<file path="src/rtl/multi_cycle_controller.sv">
// multi_cycle_controller: five-state multi-cycle MIPS-subset control FSM (IF, ID, EX, MEM, WB)
// Ports:
//   clk, rst          clock and asynchronous active-high reset
//   OP, func, Zero    opcode, R-type function field, ALU zero flag
//   MemRdy            memory completes the current request this cycle
//   MemReq, IorD      memory request and address select (0 PC, 1 ALUOut)
//   MemWr, IRWr, PCWr, RegWr               write enables
//   RegDst, MemtoReg, ALUSrcA, ExtOp       datapath selects
//   PCSrc, ALUSrcB, ALUctr                 multi-bit datapath selects
//   state             current state (IF=0, ID=1, EX=2, MEM=3, WB=4)
//   Illegal           one-cycle pulse in ID on an unsupported instruction
//   cycle_cnt, instr_cnt  performance counters, present only with PERF_CNT_EN defined
module multi_cycle_controller (
    input  logic        clk,
    input  logic        rst,
    input  logic [5:0]  OP,
    input  logic [5:0]  func,
    input  logic        Zero,
    input  logic        MemRdy,
    output logic        MemReq,
    output logic        IorD,
    output logic        MemWr,
    output logic        IRWr,
    output logic        PCWr,
    output logic        RegWr,
    output logic        RegDst,
    output logic        MemtoReg,
    output logic        ALUSrcA,
    output logic        ExtOp,
    output logic [1:0]  PCSrc,
    output logic [1:0]  ALUSrcB,
    output logic [2:0]  ALUctr,
    output logic [2:0]  state,
`ifdef PERF_CNT_EN
    output logic        Illegal,
    output logic [31:0] cycle_cnt,
    output logic [31:0] instr_cnt
`else
    output logic        Illegal
`endif
);
    typedef enum logic [2:0] {
        S_IF  = 3'd0,
        S_ID  = 3'd1,
        S_EX  = 3'd2,
        S_MEM = 3'd3,
        S_WB  = 3'd4
    } state_t;

    localparam logic [5:0] OP_R    = 6'b000000;
    localparam logic [5:0] OP_LW   = 6'b100011;
    localparam logic [5:0] OP_SW   = 6'b101011;
    localparam logic [5:0] OP_BEQ  = 6'b000100;
    localparam logic [5:0] OP_J    = 6'b000010;
    localparam logic [5:0] OP_ADDI = 6'b001000;
    localparam logic [5:0] OP_ORI  = 6'b001101;

    localparam logic [5:0] F_ADD = 6'b100000;
    localparam logic [5:0] F_SUB = 6'b100010;
    localparam logic [5:0] F_AND = 6'b100100;
    localparam logic [5:0] F_OR  = 6'b100101;
    localparam logic [5:0] F_SLT = 6'b101010;

    localparam logic [2:0] ALU_ADD = 3'b000;
    localparam logic [2:0] ALU_SUB = 3'b001;
    localparam logic [2:0] ALU_AND = 3'b010;
    localparam logic [2:0] ALU_OR  = 3'b011;
    localparam logic [2:0] ALU_SLT = 3'b100;

    state_t     state_q, state_d;
    logic       is_r, is_lw, is_sw, is_beq, is_j, is_addi, is_ori;
    logic       r_ok, legal;
    logic [2:0] r_alu;

    assign is_r    = OP == OP_R;
    assign is_lw   = OP == OP_LW;
    assign is_sw   = OP == OP_SW;
    assign is_beq  = OP == OP_BEQ;
    assign is_j    = OP == OP_J;
    assign is_addi = OP == OP_ADDI;
    assign is_ori  = OP == OP_ORI;

    assign r_ok  = func inside {F_ADD, F_SUB, F_AND, F_OR, F_SLT};
    assign r_alu = (func == F_SUB) ? ALU_SUB :
                   (func == F_AND) ? ALU_AND :
                   (func == F_OR)  ? ALU_OR  :
                   (func == F_SLT) ? ALU_SLT : ALU_ADD;
    // j is resolved in ID on its own, so it is not part of the "goes to EX" set
    assign legal = (is_r && r_ok) || is_lw || is_sw || is_beq || is_addi || is_ori;

    always_ff @(posedge clk or posedge rst) begin
        if (rst) state_q <= S_IF;
        else     state_q <= state_d;
    end

    assign state = state_q;

    // Outputs are forced low while rst is high, so IF's MemReq does not leak out during reset
    always_comb begin
        state_d  = state_q;
        MemReq   = 1'b0;
        IorD     = 1'b0;
        MemWr    = 1'b0;
        IRWr     = 1'b0;
        PCWr     = 1'b0;
        RegWr    = 1'b0;
        RegDst   = 1'b0;
        MemtoReg = 1'b0;
        ALUSrcA  = 1'b0;
        ExtOp    = 1'b0;
        PCSrc    = 2'b00;
        ALUSrcB  = 2'b00;
        ALUctr   = ALU_ADD;
        Illegal  = 1'b0;
        if (!rst) begin
            case (state_q)
                S_IF: begin
                    MemReq  = 1'b1;
                    ALUSrcB = 2'b01;
                    if (MemRdy) begin
                        IRWr    = 1'b1;
                        PCWr    = 1'b1;
                        state_d = S_ID;
                    end
                end
                S_ID: begin
                    // branch target is computed here speculatively into ALUOut
                    ALUSrcB = 2'b11;
                    ExtOp   = 1'b1;
                    if (is_j) begin
                        PCWr    = 1'b1;
                        PCSrc   = 2'b10;
                        state_d = S_IF;
                    end else if (!legal) begin
                        Illegal = 1'b1;
                        state_d = S_IF;
                    end else begin
                        state_d = S_EX;
                    end
                end
                S_EX: begin
                    ALUSrcA = 1'b1;
                    state_d = S_WB;
                    if (is_r) begin
                        ALUctr = r_alu;
                    end else if (is_beq) begin
                        ALUctr  = ALU_SUB;
                        PCSrc   = 2'b01;
                        PCWr    = Zero;
                        state_d = S_IF;
                    end else begin
                        ALUSrcB = 2'b10;
                        ExtOp   = !is_ori;
                        ALUctr  = is_ori ? ALU_OR : ALU_ADD;
                        state_d = (is_lw || is_sw) ? S_MEM : S_WB;
                    end
                end
                S_MEM: begin
                    MemReq = 1'b1;
                    IorD   = 1'b1;
                    MemWr  = is_sw;
                    if (MemRdy) state_d = is_sw ? S_IF : S_WB;
                end
                S_WB: begin
                    RegWr    = 1'b1;
                    RegDst   = is_r;
                    MemtoReg = is_lw;
                    state_d  = S_IF;
                end
                default: state_d = S_IF;
            endcase
        end
    end

`ifdef PERF_CNT_EN
    logic [31:0] cycle_cnt_q, instr_cnt_q;

    always_ff @(posedge clk or posedge rst) begin
        if (rst) begin
            cycle_cnt_q <= '0;
            instr_cnt_q <= '0;
        end else begin
            cycle_cnt_q <= cycle_cnt_q + 32'd1;
            if (state_d == S_IF && state_q != S_IF) instr_cnt_q <= instr_cnt_q + 32'd1;
        end
    end

    assign cycle_cnt = cycle_cnt_q;
    assign instr_cnt = instr_cnt_q;
`endif

endmodule

</file>
<file path="config.mk">
export PLATFORM = sky130hd
export DESIGN_NAME = multi_cycle_controller
export DESIGN_NICKNAME = d
export VERILOG_FILES = /design/src/rtl/multi_cycle_controller.sv
export SDC_FILE = /design/constraint.sdc
export NUM_CORES = 1
export LEC_CHECK = 0
export ABC_AREA = 1
export BUFFER_PORTS_ARGS = -buffer_cell sky130_fd_sc_hd__buf_2
export CAP_MARGIN = 20
export CORE_MARGIN = 2
export CORE_UTILIZATION = 32
export DETAILED_ROUTE_END_ITERATION = 8
export PLACE_DENSITY_LB_ADDON = 0.12
export SETUP_SLACK_MARGIN = 0.05
export SYNTH_ARGS = -nofsm -noshare
export SYNTH_HDL_FRONTEND = slang
export SYNTH_SLANG_ARGS = --single-unit
</file>
<file path="constraint.sdc">
create_clock -name clk -period 1.6 [get_ports clk]
set_clock_uncertainty 0.05 [all_clocks]
set_input_delay 0.24 -clock clk [delete_from_list [all_inputs] [get_ports clk]]
set_output_delay 0.24 -clock clk [all_outputs]
set_load 0.02 [all_outputs]
</file>
==> results_dict.tcl <==
set metrics [dict create \
    diodes 0 \
    reg2reg_slack_ns -0.03 \
    setup_violations 12 \
    wl_met1_microns 810 \
    vias 921 \
    drt-total-wl_mm 2.04 \
    cp_slowest_cell "dfrtp_2" \
    cts_tree "built" \
    relSlewSlack_pct 81.4 \
    total_power_mw 0.998 \
    antenna_found_initial 0 \
    crit_family "flip-flops" \
    io_buffers 36 \
    crit_chain "buf_4 -> nand3_4 -> nor2_4 -> inv_2 -> o22ai_2 -> buf_6" \
    root_buffer "clkbuf_4" \
    yosysSeqAreaShare_pct 13.5 \
    cts_hold_buf 0 \
    synth_nets 127 \
    clk_path_buf_depth 2 \
    peakVddDrop_mv 0.758 \
    ant_nets 0 \
    clkTransAtPathRegs_ns 0.04 \
    holdCritPathClass "input port to async pin" \
    ys_warn_count 0 \
    layout_min_cycle_time_ns 1.73 \
    row_count 15 \
    syn_inst 111 \
    ys.flop_type "dfrtp_1" \
    drive_above_1_share_pct 56.6 \
    clock.fmax_mhz 579 \
    cp-start-kind "flop" \
    syn_area_per_cell_sq_um 4.99 \
    drv_slew 0 \
    die_y_microns 45.6 \
    synth_edf_count 0 \
    grt_first_pass_wirelength_mm 3.24 \
    gp_congestion 0.845 \
    routed.top_layer "met4" \
    rsz0062_at_grt "true" \
    crit_buf_inv 3 \
    synth_common_cells "nand2_1, nor2_1, inv_1, nand3_1" \
    final_nets 192 \
    grt_pass1_vias 819 \
    cp_max_fo 4 \
    setup_tns_ns -0.834 \
    start_util_pct 33.2 \
    boundaryPins 37 \
    wl_met3_microns 132 \
    synth.top_cell.area_share_pct 18.3 \
    synth.most_common_cell "nand2_1" \
    syn_area_sq_um 554 \
    areaGrowthSynthToFinish_pct 111 \
    clk_latency_ns 0.24 \
    worstPathArrival_ns 1.44 \
    reg2reg_to "state[1]$_DFFE_PP0P_" \
    synth_cell_type_count 19 \
    rr_startpoint "state[1]$_DFFE_PP0P_" \
    fp.dieArea_sq_um 2080 \
    endpoint_kind "output port" \
    wire_per_inst_microns 10.6 \
    drt-pass1-iter-count 4 \
    clock-sinks 3 \
    h-tree-depth 1 \
    path_depth 6 \
    synth.largest_area_cell "nand2_1" \
    grtUsageTotal_pct 21.1 \
    fin_ws_ns -0.128 \
    finalHoldViolCount 0 \
    powerDensity_nw_per_um2 855 \
    cap_violations 0 \
    grt_max_degree 9 \
    drc 0 \
    status "complete, but fails checks" \
    hpwlAfterDp_mm 1.50 \
    synth_area_leaders "nand2_1, nor2_1, dfrtp_1" \
    cts_inserted_buffers 3 \
    slowest_delay_ns 0.40 \
    vias_per_cell 4.80 \
    grt_overflow 0 \
    core_sq_um 1670 \
    ys_seq_elements 3 \
    violations "setup timing" \
    r2r.worst_path.cells 9 \
    finalCritPeriodShare_pct 108 \
    dr_wl_met2_mm 1.08 \
    async_flop_share_pct 100 \
    required_ns 1.31 \
    dr.first_iter.drc_count 14 \
    largest_reg_flops 3 \
    die_x_microns 45.6 \
    p_leak_nw 0.634 \
    critPathKind "flop to output port" \
    tightestPinTransition_ns 0.278 \
]
-- how the worst max path moves through the flow --
stage	startpoint	endpoint	slack, ns
6_report	state[1]$_DFFE_PP0P_	ALUctr[1]	-0.13
5_1_grt	state[1]$_DFFE_PP0P_	PCWr	-0.19
4_1_cts	state[0]$_DFFE_PP0P_	PCWr	-0.1
3_5_place_dp	OP[5]	ALUctr[1]	-0.0009
3_3_place_gp	OP[1]	Illegal	0.006
2_1_floorplan	state[2]$_DFFE_PP0P_	ALUctr[1]	-0.04
-- per-stage QoR --
stage	cells	utilization, %	worst slack (ns)	hold WS [ns]	area [sq um]
4_1_cts	191	67.9	-0.0958	0.0754	1130
3_5_place_dp	178	55.4	-0.000920	0.306	926
6_report	192	69.9	-0.128	0.0882	1170
5_1_grt	192	69.9	-0.188	0.106	1170
3_3_place_gp	178	55.4	0.00550	0.298	926
2_1_floorplan	111	-	-0.0357	0.237	616
-- cell usage in the layout (no fill, tap or decap), drive strengths merged, types with 2 or more instances in the layout --
cell,instances
a21oi,4
clkbuf,4
nor4,2
nor3,5
o22ai,2
nand3,13
nor2,26
o21ai,3
buf,61
nand2,27
inv,20
dfrtp,3
-- cell type report --
| class | count | area [sq um] |
|---|---|---|
| inverter | 20 | 75.1 |
| clock buffer | 4 | 26.3 |
| multi-input combinational | 87 | 538 |
| timing repair buffer | 61 | 429 |
| fill | 145 | 503 |
| sequential | 3 | 77.6 |
| tap | 17 | 21.3 |
-- per-layer routing --
layer / track usage [%] / vias to the layer above
met4: 5.29 / 0
met2: 37.5 / 34
met1: 25.1 / 404
li1: - / 481
met3: 4.76 / 2
met5: 0 / -
-- timing repair --
item | 4_1_cts | 5_1_grt
endpoints found under the setup margin | 16 | 20
pin swaps | 12 | 4
buffers inserted | 9 | 1
resized for setup | 39 | 9
-- cell families after synthesis --
logic type / Yosys count / share of synthesized area (%)
buffers and inverters: 21 / 14.2
AND/OR/NAND/NOR: 77 / 62.3
AO/OA/AOI/OAI: 10 / 9.93
flip-flops: 3 / 13.5
-- power by group --
group	internal (mW)	switching [mW]
combinational	0.352	0.384
sequential	0.0958	0.0246
clock	0.0940	0.0479
-- tightest hold or removal path: stages --
cell   delay (ns)
buf_2        0.16
inv_1        0.15
buf_4        0.15
Power figures use the tool's default switching activity.
